## src/rtl/sparce_sasa_writer_if.sv

```systemverilog
// Request channel into the SASA writer: a valid/ready handshake carrying
// one table address/data pair per accepted beat.
interface sparce_sasa_writer_if;
    typedef logic [31:0] word_t;

    logic  req_valid;
    logic  req_ready;
    word_t req_addr;
    word_t req_data;

    modport master (
        output req_valid,
        output req_addr,
        output req_data,
        input  req_ready
    );

    modport slave (
        input  req_valid,
        input  req_addr,
        input  req_data,
        output req_ready
    );
endinterface

```

## src/rtl/sparce_sasa_writer.sv

```systemverilog
// SparCE SASA table programming front end: buffers configuration writes and
// drains them into the table write port while holding lookups off.
module sparce_sasa_writer #(
    parameter int unsigned DEPTH         = 4,
    parameter int unsigned SETTLE_CYCLES = 2
) (
    input  logic                    CLK,
    input  logic                    RST,
    sparce_sasa_writer_if.slave     req,
    input  logic                    cfg_enable,
    input  logic                    flush,
    output logic [31:0]             sasa_addr,
    output logic [31:0]             sasa_data,
    output logic                    sasa_wen,
    output logic                    sasa_enable,
    output logic                    busy,
    output logic [15:0]             write_count
);
    localparam int unsigned PTR_W = $clog2(DEPTH);
    localparam int unsigned CNT_W = PTR_W + 1;
    localparam int unsigned SET_W = (SETTLE_CYCLES > 1) ? $clog2(SETTLE_CYCLES) : 1;
    localparam logic [SET_W-1:0] SETTLE_LOAD = SET_W'(SETTLE_CYCLES - 1);
    localparam logic [CNT_W-1:0] FULL_COUNT  = CNT_W'(DEPTH);

    typedef enum logic [1:0] {
        IDLE    = 2'd0,
        QUIESCE = 2'd1,
        WRITE   = 2'd2,
        SETTLE  = 2'd3
    } state_t;

    logic [31:0]      addr_mem_r [DEPTH];
    logic [31:0]      data_mem_r [DEPTH];
    logic [PTR_W-1:0] wr_ptr_r;
    logic [PTR_W-1:0] rd_ptr_r;
    logic [CNT_W-1:0] fifo_count_r;
    logic             fifo_empty_s;
    logic             fifo_full_s;
    logic             req_ready_s;
    logic             push_s;
    logic             pop_s;

    state_t           state_r;
    state_t           state_s;
    logic [SET_W-1:0] settle_r;
    logic [SET_W-1:0] settle_s;
    logic             sasa_wen_r;
    logic             sasa_wen_s;
    logic [31:0]      sasa_addr_r;
    logic [31:0]      sasa_addr_s;
    logic [31:0]      sasa_data_r;
    logic [31:0]      sasa_data_s;
    logic             sasa_enable_r;
    logic             sasa_enable_s;
    logic [15:0]      write_count_r;
    logic [15:0]      write_count_s;

    assign fifo_empty_s  = (fifo_count_r == {CNT_W{1'b0}});
    assign fifo_full_s   = (fifo_count_r == FULL_COUNT);
    // Ready depends only on the registered count and flush, never on req_valid.
    assign req_ready_s   = !fifo_full_s && !flush;
    assign req.req_ready = req_ready_s;
    assign push_s        = req.req_valid && req_ready_s;

    // FIFO pointers and occupancy; flush discards everything buffered.
    always_ff @(posedge CLK) begin
        if (RST || flush) begin
            wr_ptr_r     <= {PTR_W{1'b0}};
            rd_ptr_r     <= {PTR_W{1'b0}};
            fifo_count_r <= {CNT_W{1'b0}};
        end else begin
            if (push_s) begin
                wr_ptr_r <= wr_ptr_r + PTR_W'(1'b1);
            end
            if (pop_s) begin
                rd_ptr_r <= rd_ptr_r + PTR_W'(1'b1);
            end
            case ({push_s, pop_s})
                2'b10:   fifo_count_r <= fifo_count_r + CNT_W'(1'b1);
                2'b01:   fifo_count_r <= fifo_count_r - CNT_W'(1'b1);
                default: fifo_count_r <= fifo_count_r;
            endcase
        end
    end

    // FIFO storage; contents are only meaningful below the occupancy count.
    always_ff @(posedge CLK) begin
        if (push_s) begin
            addr_mem_r[wr_ptr_r] <= req.req_addr;
            data_mem_r[wr_ptr_r] <= req.req_data;
        end
    end

    // Next-state and next-output logic; flush overrides the normal walk.
    always_comb begin
        state_s       = state_r;
        sasa_wen_s    = 1'b0;
        sasa_addr_s   = sasa_addr_r;
        sasa_data_s   = sasa_data_r;
        sasa_enable_s = 1'b0;
        settle_s      = settle_r;
        pop_s         = 1'b0;
        if (flush) begin
            if (state_r == IDLE) begin
                sasa_enable_s = cfg_enable;
            end else begin
                state_s  = SETTLE;
                settle_s = SETTLE_LOAD;
            end
        end else begin
            case (state_r)
                IDLE: begin
                    if (!fifo_empty_s) begin
                        state_s = QUIESCE;
                    end else begin
                        sasa_enable_s = cfg_enable;
                    end
                end
                QUIESCE, WRITE: begin
                    if (!fifo_empty_s) begin
                        pop_s       = 1'b1;
                        sasa_wen_s  = 1'b1;
                        sasa_addr_s = addr_mem_r[rd_ptr_r];
                        sasa_data_s = data_mem_r[rd_ptr_r];
                        state_s     = WRITE;
                    end else begin
                        state_s  = SETTLE;
                        settle_s = SETTLE_LOAD;
                    end
                end
                SETTLE: begin
                    // A late request rejoins the burst directly; lookups are already off.
                    if (!fifo_empty_s) begin
                        pop_s       = 1'b1;
                        sasa_wen_s  = 1'b1;
                        sasa_addr_s = addr_mem_r[rd_ptr_r];
                        sasa_data_s = data_mem_r[rd_ptr_r];
                        state_s     = WRITE;
                    end else if (settle_r == {SET_W{1'b0}}) begin
                        state_s       = IDLE;
                        sasa_enable_s = cfg_enable;
                    end else begin
                        settle_s = settle_r - SET_W'(1'b1);
                    end
                end
                default: begin
                    state_s = IDLE;
                end
            endcase
        end
    end

    // Saturating count of issued write strobes.
    always_comb begin
        write_count_s = write_count_r;
        if (sasa_wen_s && (write_count_r != 16'hFFFF)) begin
            write_count_s = write_count_r + 16'd1;
        end else begin
            write_count_s = write_count_r;
        end
    end

    // State and registered table-port outputs.
    always_ff @(posedge CLK) begin
        if (RST) begin
            state_r       <= IDLE;
            settle_r      <= {SET_W{1'b0}};
            sasa_wen_r    <= 1'b0;
            sasa_addr_r   <= 32'h0000_0000;
            sasa_data_r   <= 32'h0000_0000;
            sasa_enable_r <= 1'b0;
            write_count_r <= 16'h0000;
        end else begin
            state_r       <= state_s;
            settle_r      <= settle_s;
            sasa_wen_r    <= sasa_wen_s;
            sasa_addr_r   <= sasa_addr_s;
            sasa_data_r   <= sasa_data_s;
            sasa_enable_r <= sasa_enable_s;
            write_count_r <= write_count_s;
        end
    end

    assign sasa_addr   = sasa_addr_r;
    assign sasa_data   = sasa_data_r;
    assign sasa_wen    = sasa_wen_r;
    assign sasa_enable = sasa_enable_r;
    assign write_count = write_count_r;
    assign busy        = (state_r != IDLE) || !fifo_empty_s;
endmodule

```

## src/flat_wrapper.sv

```systemverilog
// flat-port wrapper written by rule: the top's interface ports become plain ports
module sparce_sasa_writer_flat 
#(
    parameter int unsigned DEPTH         = 4,
    parameter int unsigned SETTLE_CYCLES = 2
)
  (CLK, RST, cfg_enable, flush, sasa_addr, sasa_data, sasa_wen, sasa_enable, busy, write_count, req_req_valid, req_req_addr, req_req_data, req_req_ready);
  sparce_sasa_writer_if req_i ();
  input  logic CLK;
  input  logic RST;
  input  logic cfg_enable;
  input  logic flush;
  output logic [31:0] sasa_addr;
  output logic [31:0] sasa_data;
  output logic sasa_wen;
  output logic sasa_enable;
  output logic busy;
  output logic [15:0] write_count;
  input wire logic [$bits(req_i.req_valid)-1:0] req_req_valid;
  input wire logic [$bits(req_i.req_addr)-1:0] req_req_addr;
  input wire logic [$bits(req_i.req_data)-1:0] req_req_data;
  output wire logic [$bits(req_i.req_ready)-1:0] req_req_ready;
  assign req_i.req_valid = req_req_valid;
  assign req_i.req_addr = req_req_addr;
  assign req_i.req_data = req_req_data;
  assign req_req_ready = req_i.req_ready;
  sparce_sasa_writer #(.DEPTH(DEPTH), .SETTLE_CYCLES(SETTLE_CYCLES)) u_core (.CLK(CLK), .RST(RST), .req(req_i), .cfg_enable(cfg_enable), .flush(flush), .sasa_addr(sasa_addr), .sasa_data(sasa_data), .sasa_wen(sasa_wen), .sasa_enable(sasa_enable), .busy(busy), .write_count(write_count));
endmodule
```

## config.mk

```make
export PLATFORM = sky130hd
export DESIGN_NAME = sparce_sasa_writer_flat
export DESIGN_NICKNAME = d
export VERILOG_FILES = /design/src/rtl/sparce_sasa_writer_if.sv /design/src/rtl/sparce_sasa_writer.sv /design/src/flat_wrapper.sv
export SDC_FILE = /design/constraint.sdc
export NUM_CORES = 1
export LEC_CHECK = 0
export ABC_AREA = 1
export CAP_MARGIN = 10
export CORE_ASPECT_RATIO = 1.1
export CORE_MARGIN = 2
export CORE_UTILIZATION = 40
export DETAILED_ROUTE_END_ITERATION = 10
export PLACE_DENSITY = 0.58
export SYNTH_ARGS = -nofsm -noshare
export SYNTH_HDL_FRONTEND = slang
export SYNTH_SLANG_ARGS = --single-unit
```

## constraint.sdc

```tcl
create_clock -name CLK -period 13.8 [get_ports CLK]
set_input_delay 2.76 -clock CLK [delete_from_list [all_inputs] [get_ports CLK]]
set_output_delay 2.76 -clock CLK [all_outputs]
set_load 0.02 [all_outputs]
```

==> metrics.csv, run 1 <==
metric;value;unit
cp_cell_sequence;clkdlybuf4s50_1 -> a31oi_1 -> clkdlybuf4s50_1;
cts_buffer_depth;3;
portBuffers;152;
start_kind;primary input;
cts_tree;yes;
grtUsageTotal;17.2;%
grt_pass1_wl;46.7;mm
path_max_fanout;5;
fin_crit_sh;50.0;%
cts_resized;0;
drtPass1Iterations;4;
hold_buffers;0;
antenna_cells;0;
skew;0.0227;ns
ys_seq_elements;348;
swShare;22.1;%
yosysTopAreaCellShare;57.5;%
synth_area_leaders;edfxtp_1 58%, dfxtp_1 14%, nor2_1 8.5%;
finalSetupViolations;0;
drv_slew;0;
rsz0062_at_grt;no;
die_y;196;um
htree_levels;2;
ys_types;35;
die_width;178;um
hold_path.class;reg2reg;
clk_pin_slew;0.06;ns
cts.sinks;348;
synth-simple-area-share;11.9;%
fin_crit;6.90;ns
p_leak;0.00560;uW
drc;0;
tightestPinTransition;1.07;ns
synth-adder-area-share;0.992;%
async_reset_ff_share;0;%
cts_buffers;37;
max_freq;145;MHz
critPathRequiredTime;11.04;ns
crit_path_end_kind;output port;
viasPerCell;5.10;
synth_area_per_cell;11.7;um^2
syn_to_final_growth;22.3;%
p_per_area;144;mW/mm^2
avgRoutedWirePerCell;17.3;um
finalNetCount;1361;
grt_overflow;0;
status;finished, final reports clean;
wl;30.2;mm
dieArea;0.0349;mm^2
p_clk_share;41.8;%
initial_core_util;40.4;%
switching_power;519;uW
grt_pass1_vias;8590;
n_fill_cell;2949;
stdcell_count;1743;
yosysMostFrequentCell;nor2_1;
p_seq_share;49.8;%
post-cts-setup-buffers;0;
critPathMaxStageDelay;0.64;ns
final_util;49.4;%
slowest_stage;clkdlybuf4s50_1;
grt_max_degree;96;
vias;8885;
ys_warn_count;0;
cts_root_buf;clkbuf_16;
synth_xor_area_share;0.328;%
synthesis.nets;1226;
slew_headroom;28.2;%
drive_above_1_share;6.56;%
hold_viol_final;0;
irDropWorstVdd;0.000101;V
core;0.0331;mm^2
gp_congestion;0.842;
synth_top_family_by_area;simple AND/OR/NAND/NOR gates;
worstPathArrival;4.14;ns
setup-tns-final;0;ns
maxCapViolCount;0;
synth_mux_area_share;0;%
io_pins;153;
path_delay_family;buffers and inverters;
final_area;0.0163;mm^2
p_int;1830;uW
dp_cells;1675;
critPathMostFrequentCell;clkdlybuf4s50_1;
ys_top_cells_by_count;303 x nor2_1, 256 x edfxtp_1, 125 x o21ai_0;
post-dp-hpwl;16.3;mm
ant_nets;0;
ys_seq_area_share;71.3;%
drt_iter0_markers;610;
syn_inst;1147;
clock_latency;0.52;ns
ys.flop_type;edfxtp_1;
cp_num_buf_inv;2;
synth_compound_gate_area_share;11.5;%
synth_edf_count;256;
synth_top_cell_by_area;edfxtp_1;
placed_cell_area;0.0151;mm^2
antenna_found_initial;0;
critPathKind;in2out;
row_count;70;
syn_area;0.0134;mm^2
comb_power_share;8.3;%
==> kinds of logic (layout without fill, tap and decap cells) <==
| kind of cell | count (synthesis) | count (layout) |
|---|---|---|
| and+or+nand+nor | 398 | 398 |
| DFF | 348 | 348 |
| AOI/OAI and AO/OA | 288 | 288 |
| buffers and inverters | 98 | 262 |
| adders and majority gates | 10 | 10 |
| xor gates and xnor gates | 5 | 5 |
==> power by group through the flow <==
stage	Combinational (uW)	Clock (uW)	Sequential, uW
global route	217	1050	1170
finish	196	982	1170
detailed placement	197	0	1190
CTS	198	1000	1170
floorplan	95.5	0	1210
global placement	195	0	1190
==> cell usage in the layout (no fill, tap or decap), types with 2 or more instances in the layout <==
| cell type | synthesis | layout |
|---|---|---|
| inv_2 | 4 | 5 |
| o211ai_1 | 2 | 2 |
| clkbuf_1 | 22 | 7 |
| o22ai_1 | 64 | 64 |
| clkbuf_8 | 0 | 4 |
| o21bai_1 | 2 | 2 |
| o21ai_1 | 71 | 71 |
| nand2_1 | 65 | 65 |
| dfxtp_1 | 92 | 90 |
| clkinv_2 | 0 | 4 |
| o21ai_0 | 125 | 125 |
| xor2_1 | 3 | 3 |
| nand3_1 | 15 | 15 |
| clkinv_1 | 0 | 9 |
| nor2_4 | 0 | 4 |
| inv_1 | 27 | 26 |
| nor2_1 | 303 | 299 |
| edfxtp_1 | 256 | 256 |
| bufinv_16 | 0 | 3 |
| a21oi_1 | 20 | 20 |
| xnor2_1 | 2 | 2 |
| nand2_4 | 2 | 2 |
| nor2_2 | 7 | 7 |
| clkdlybuf4s50_1 | 0 | 152 |
| buf_4 | 5 | 10 |
| clkbuf_16 | 0 | 39 |
| ha_1 | 9 | 9 |
==> worst register-to-register path: stages (launching register included) <==
cell and delay, ns:
dfxtp_1 0.34, inv_2 0.07, a31oi_1 0.23, nand2_1 0.38, nor2_4 0.95, buf_4 0.61
==> worst paths after layout <==
path / from / end / slack (ns) / depth (start not counted)
worst max register to register: u_core.fifo_count_r[1]$_SDFFE_PP0P_ / u_core.data_mem_r[0][14]$_DFFE_PP_ / 10.81 / 5
worst max-delay path: flush / req_req_ready / 6.90 / 3
worst min register to register: u_core.fifo_count_r[0]$_SDFFE_PP0P_ / u_core.fifo_count_r[0]$_SDFFE_PP0P_ / 0.48 / 2
worst min-delay path: u_core.fifo_count_r[0]$_SDFFE_PP0P_ / u_core.fifo_count_r[0]$_SDFFE_PP0P_ / 0.48 / 2
==> metal layers <==
metal,up-vias,global-route usage (%),part of all wire [%]
li1,4321,-,-
met1,4303,22.8,45
met2,222,29.1,48
met3,39,3.04,5.0
met4,0,4.61,1.9
met5,-,0,0
==> flip-flops by register name, indices dropped and copies added (netlist names), 2 cells and up <==
register	flops
u_core.fifo_count_r	3
u_core.addr_mem_r	128
u_core.wr_ptr_r	2
u_core.state_r	2
u_core.data_mem_r	128
u_core.sasa_data	32
u_core.sasa_addr	32
u_core.write_count	16
u_core.rd_ptr_r	2
==> cell type report <==
cell class / instances / area [um^2] / share of cell area [%]
clock buffer: 50 / 1060 / 6.47
clock inverter: 18 / 160 / 0.980
multi-input combinational: 701 / 3340 / 20.4
tap: 432 / 541 / 3.31
inverter: 32 / 123 / 0.750
timing repair buffer: 162 / 1600 / 9.77
sequential: 348 / 9530 / 58.3
==> stage by stage <==
step           setup slack, ns  power, uW  hold WS, ns
6_report                  6.90       2350        0.475
5_1_grt                   6.81       2440        0.501
4_1_cts                   6.91       2370        0.477
3_5_place_dp              6.92       1390        0.468
3_3_place_gp              6.95       1390        0.455
2_1_floorplan             7.10       1300        0.440
(Power assumes the default switching activity.)
==> inputs of run 2 (changes only) <==
- PLACE_DENSITY: 0.58 -> 0.6
- clock period: 13.8 -> 5.6 ns (I/O delays scaled with it)
==> run 2 against run 1 <==
Compared with the run above: critical path depth is the same; global-route usage grew 0.21 points; die area is the same; combinational power grew 150%; first-iteration DRC count shrank 11%; utilization grew 0.56 points; hold slack lost 0.0066 ns; non-clock buffer count grew 2.
==> metrics.csv, run 2 (synthesis gave the netlist of run 1 again) <==
metric;value;unit
status;finished, final reports clean;
syn_to_final_growth;23.7;%
hold_path.class;reg2reg;
cts_resized;0;
die_y;196;um
maxCapViolCount;0;
initial_core_util;40.4;%
final_cell_mix;299 x nor2_1, 256 x edfxtp_1, 152 x clkdlybuf4s50_1;
portBuffers;152;
die_width;178;um
drive_above_1_share;7.16;%
gp_congestion;0.867;
row_count;70;
skew;0.0113;ns
vias;8869;
crit_path_end_kind;output port;
ant_nets;0;
p_leak;0.00568;uW
hold_start;u_core.settle_r$_SDFFE_PP0P_;
tightestPinTransition;0.865;ns
grt_max_degree;85;
antenna_found_initial;2;
grt_overflow;0;
htree_levels;2;
grtUsageTotal;17.4;%
critPathRequiredTime;4.48;ns
stdcell_count;1747;
slew_headroom;42.3;%
dieArea;0.0349;mm^2
irDropWorstVdd;0.000174;V
dp_cells;1677;
hold_buffers;0;
fin_crit;3.62;ns
drv_slew;0;
cts.sinks;348;
final_common_cell;nor2_1;
fin_crit_sh;64.7;%
path_max_fanout;5;
hold_viol_final;0;
placed_cell_area;0.0152;mm^2
final_util;49.9;%
clk_pin_slew;0.06;ns
post-cts-setup-buffers;0;
rrSetupSlack;3.09;ns
largestRegisters;u_core.addr_mem_r: 128 flops, u_core.data_mem_r: 128 flops;
cts_root_buf;clkbuf_16;
critPathMaxStageDelay;0.64;ns
critPathKind;in2out;
slowest_stage;clkdlybuf4s50_1;
drt_iter0_markers;545;
finalNetCount;1363;
max_freq;276;MHz
drc;0;
clock_latency;0.51;ns
final_area;0.0165;mm^2
grt_pass1_wl;47.4;mm
grt_pass1_vias;8821;
worstPathArrival;2.50;ns
p_per_area;363;mW/mm^2
io_pins;153;
wl;30.1;mm
cts_tree;yes;
rsz0062_at_grt;no;
cts_buffer_depth;3;
start_kind;primary input;
avgRoutedWirePerCell;17.2;um
drtPass1Iterations;4;
post-dp-hpwl;17.1;mm
setup-tns-final;0;ns
core;0.0331;mm^2
crit_path_start;flush;
power.total;5990;uW
finalSetupViolations;0;
viasPerCell;5.08;
cts_buffers;37;
cp_cell_sequence;clkdlybuf4s50_1 -> a31oi_1 -> clkdlybuf4s50_1;
critPathMostFrequentCell;clkdlybuf4s50_1;
timing.rr.start;u_core.fifo_count_r[1]$_SDFFE_PP0P_;
==> run 2: changes by cell type in the layout (fill, tap and decap cells not counted) <==
| cell | previous run | this run |
|---|---|---|
| buf_12 | 0 | 4 |
| buf_4 | 10 | 8 |
| bufinv_16 | 3 | 7 |
| clkbuf_1 | 7 | 8 |
| clkinv_1 | 9 | 2 |
| clkinvlp_4 | 1 | 2 |
| diode_2 | 0 | 2 |
| inv_6 | 1 | 2 |
==> run 2: worst paths after layout <==
check                                             to  cells after the start
setup / recovery                       req_req_ready                      3
hold / removal          u_core.settle_r$_SDFFE_PP0P_                      2
setup reg to reg  u_core.data_mem_r[3][26]$_DFFE_PP_                      5
hold reg to reg         u_core.settle_r$_SDFFE_PP0P_                      2
==> run 2: cell type report <==
cell class	instances	area [um^2]
multi-input cells	701	3340
inverters	32	123
repair buffers	164	1660
clock inverters	17	270
clock buffers	51	1060
fillers	2980	16600
flip-flops and latches	348	9530
well taps	432	541
diodes	2	5.00
==> run 2: where the power goes <==
group          leakage (uW)  switching (uW)  internal (uW)
clock network      0.000646             970           1650
logic               0.00196             284            202
registers           0.00307            35.4           2850
total               0.00568            1290           4700
==> run 2: critical path, delay by kind of cell <==
family / cells / cell delay [ns]
AO/OA/AOI/OAI: 1 / 0.24
buffers and inverters: 2 / 1.14
==> run 2: metal layers <==
metal	part of all wire (%)	GRT usage, %	wire, um
met1	44	22.4	13200
met2	50	30.3	15100
met3	4.4	2.89	1330
met4	1.8	4.85	548
met5	0	0	0
==> run 2: through the flow <==
stage | worst slack, ns | hold WS (ns)
final | 1.98 | 0.468
after global routing | 1.92 | 0.512
after CTS | 1.97 | 0.479
after detailed placement | 1.83 | 0.462
after global placement | 1.91 | 0.455
after floorplan | 0.540 | 0.440
==> inputs of run 3 (changes only) <==
- clock period: 5.6 -> 3 ns (I/O delays scaled with it)
==> run 3 against run 2 <==
Compared with the run above: hold slack better by 0.0071 ns; global-route usage decreased by 0.12 points; clock skew grew 0.0048 ns; combinational power increased by 93%; critical path depth unchanged; flip-flop and latch count did not move; total power is 79% higher; non-clock buffer count grew 7; cell count rose by 0.40%; worst setup slack worse by 1.5 ns; die area is the same; sequential power increased by 87%; critical path type unchanged; largest cell class unchanged.
==> metrics.csv, run 3 (synthesis gave the netlist of run 1 again) <==
metric;value;unit
initial_core_util;40.4;%
htree_levels;2;
post-cts-setup-buffers;0;
p_clk_share;41.0;%
grt_pass1_wl;47.4;mm
swShare;22.5;%
clk_pin_slew;0.06;ns
finalSetupViolations;0;
final_area;0.0165;mm^2
finalNetCount;1370;
holdWs;0.476;ns
hold_buffers;0;
cts_resized;0;
drt-met1-wl;13.6;mm
drive_above_1_share;7.42;%
comb_power_share;8.7;%
status;finished, final reports clean;
syn_to_final_growth;23.5;%
critPathRequiredTime;2.40;ns
antenna_found_initial;2;
timing.rr.start;u_core.state_r[1]$_SDFFE_PP0P_;
p_leak;0.00567;uW
route.met2.wl;14.4;mm
rr_endpoint;u_core.fifo_count_r[2]$_SDFFE_PP0P_;
maxCapViolCount;0;
rsz0062_at_grt;no;
dieArea;0.0349;mm^2
fin_crit;2.54;ns
grt_max_degree;130;
drt_iter0_markers;634;
cts.sinks;348;
switching_power;2400;uW
tightestPinTransition;0.764;ns
irDropWorstVdd;0.000346;V
final_util;49.9;%
die_width;178;um
max_freq;394;MHz
drtPass1Iterations;5;
grtUsageTotal;17.3;%
cp-endpoint;req_req_ready;
drc;0;
final_common_cell;nor2_1;
hold_viol_final;0;
largestRegisters;u_core.addr_mem_r: 128 flops, u_core.data_mem_r: 128 flops;
gp_congestion;0.841;
clock_latency;0.52;ns
row_count;70;
hold_path.class;reg2reg;
portBuffers;152;
r2r_cells;10;
crit_path_end_kind;output port;
cts_tree;yes;
cts_buffer_depth;3;
p_per_area;649;mW/mm^2
post-dp-hpwl;17.2;mm
grt_pass1_vias;8743;
viasPerCell;5.09;
core;0.0331;mm^2
vias;8928;
final_cell_mix;299 x nor2_1, 256 x edfxtp_1, 152 x clkdlybuf4s50_1;
rrSetupSlack;1.00;ns
wl;30.3;mm
drv_slew;0;
avgRoutedWirePerCell;17.3;um
ant_nets;0;
skew;0.0161;ns
die_y;196;um
io_pins;153;
start_kind;primary input;
fin_crit_sh;84.7;%
crit_path_start;flush;
worstPathArrival;1.94;ns
dr.max_layer_used;met4;
p_seq_share;50.2;%
p_int;8300;uW
placed_cell_area;0.0153;mm^2
slew_headroom;49.1;%
path_max_fanout;5;
wl_met3;1.62;mm
hold_path_depth;2;
grt_overflow;0;
cts_buffers;37;
n_fill_cell;2913;
cts_root_buf;clkbuf_16;
critPathKind;in2out;
==> run 3: final cells by class <==
type                    count  area [um^2]  share of cell area [%]
clock buffers              51         1070                    6.50
inverters                  32          123                   0.743
repair buffers            171         1780                    10.8
well taps                 432          541                    3.27
multi-input cells         701         3340                    20.2
flip-flops and latches    348         9530                    57.8
clock inverters            17          119                   0.720
diodes                      2         5.00                  0.0303
==> run 3: layer usage <==
metal / global-route usage (%) / vias up
li1: - / 4349
met1: 23.2 / 4292
met2: 28.5 / 240
met3: 3.12 / 47
met4: 5.48 / 0
met5: 0 / -
==> run 3: worst min-delay path by stage <==
stage                                        start                                  end  slack, ns
2_1_floorplan         u_core.settle_r$_SDFFE_PP0P_         u_core.settle_r$_SDFFE_PP0P_       0.44
3_3_place_gp          u_core.settle_r$_SDFFE_PP0P_         u_core.settle_r$_SDFFE_PP0P_       0.46
3_5_place_dp          u_core.settle_r$_SDFFE_PP0P_         u_core.settle_r$_SDFFE_PP0P_       0.47
4_1_cts               u_core.settle_r$_SDFFE_PP0P_         u_core.settle_r$_SDFFE_PP0P_       0.48
5_1_grt        u_core.fifo_count_r[0]$_SDFFE_PP0P_  u_core.fifo_count_r[0]$_SDFFE_PP0P_       0.50
6_report              u_core.settle_r$_SDFFE_PP0P_         u_core.settle_r$_SDFFE_PP0P_       0.48
==> run 3: worst max-delay path: stages <==
cell             delay [ns]
clkdlybuf4s50_1        0.50
a31oi_1                0.21
clkdlybuf4s50_1        0.63
==> run 3: power by group through the flow <==
stage / Combinational [uW] / Sequential, uW / Clock, uW
final: 936 / 5380 / 4390
after global routing: 1040 / 5390 / 4700
after CTS: 941 / 5380 / 4500
after detailed placement: 936 / 5480 / 0
after global placement: 932 / 5480 / 0
after floorplan: 440 / 5560 / 0
==> run 3: per-stage QoR <==
| stage | setup TNS (ns) | instances | setup WS [ns] | total power, uW |
|---|---|---|---|---|
| after floorplan | -131.95 | 1147 | -0.515 | 6000 |
| after global placement | 0 | 1684 | 0.460 | 6410 |
| after detailed placement | 0 | 1684 | 0.394 | 6420 |
| after CTS | 0 | 1752 | 0.456 | 10800 |
| after global routing | 0 | 1754 | 0.358 | 11100 |
| final | 0 | 1754 | 0.460 | 10700 |
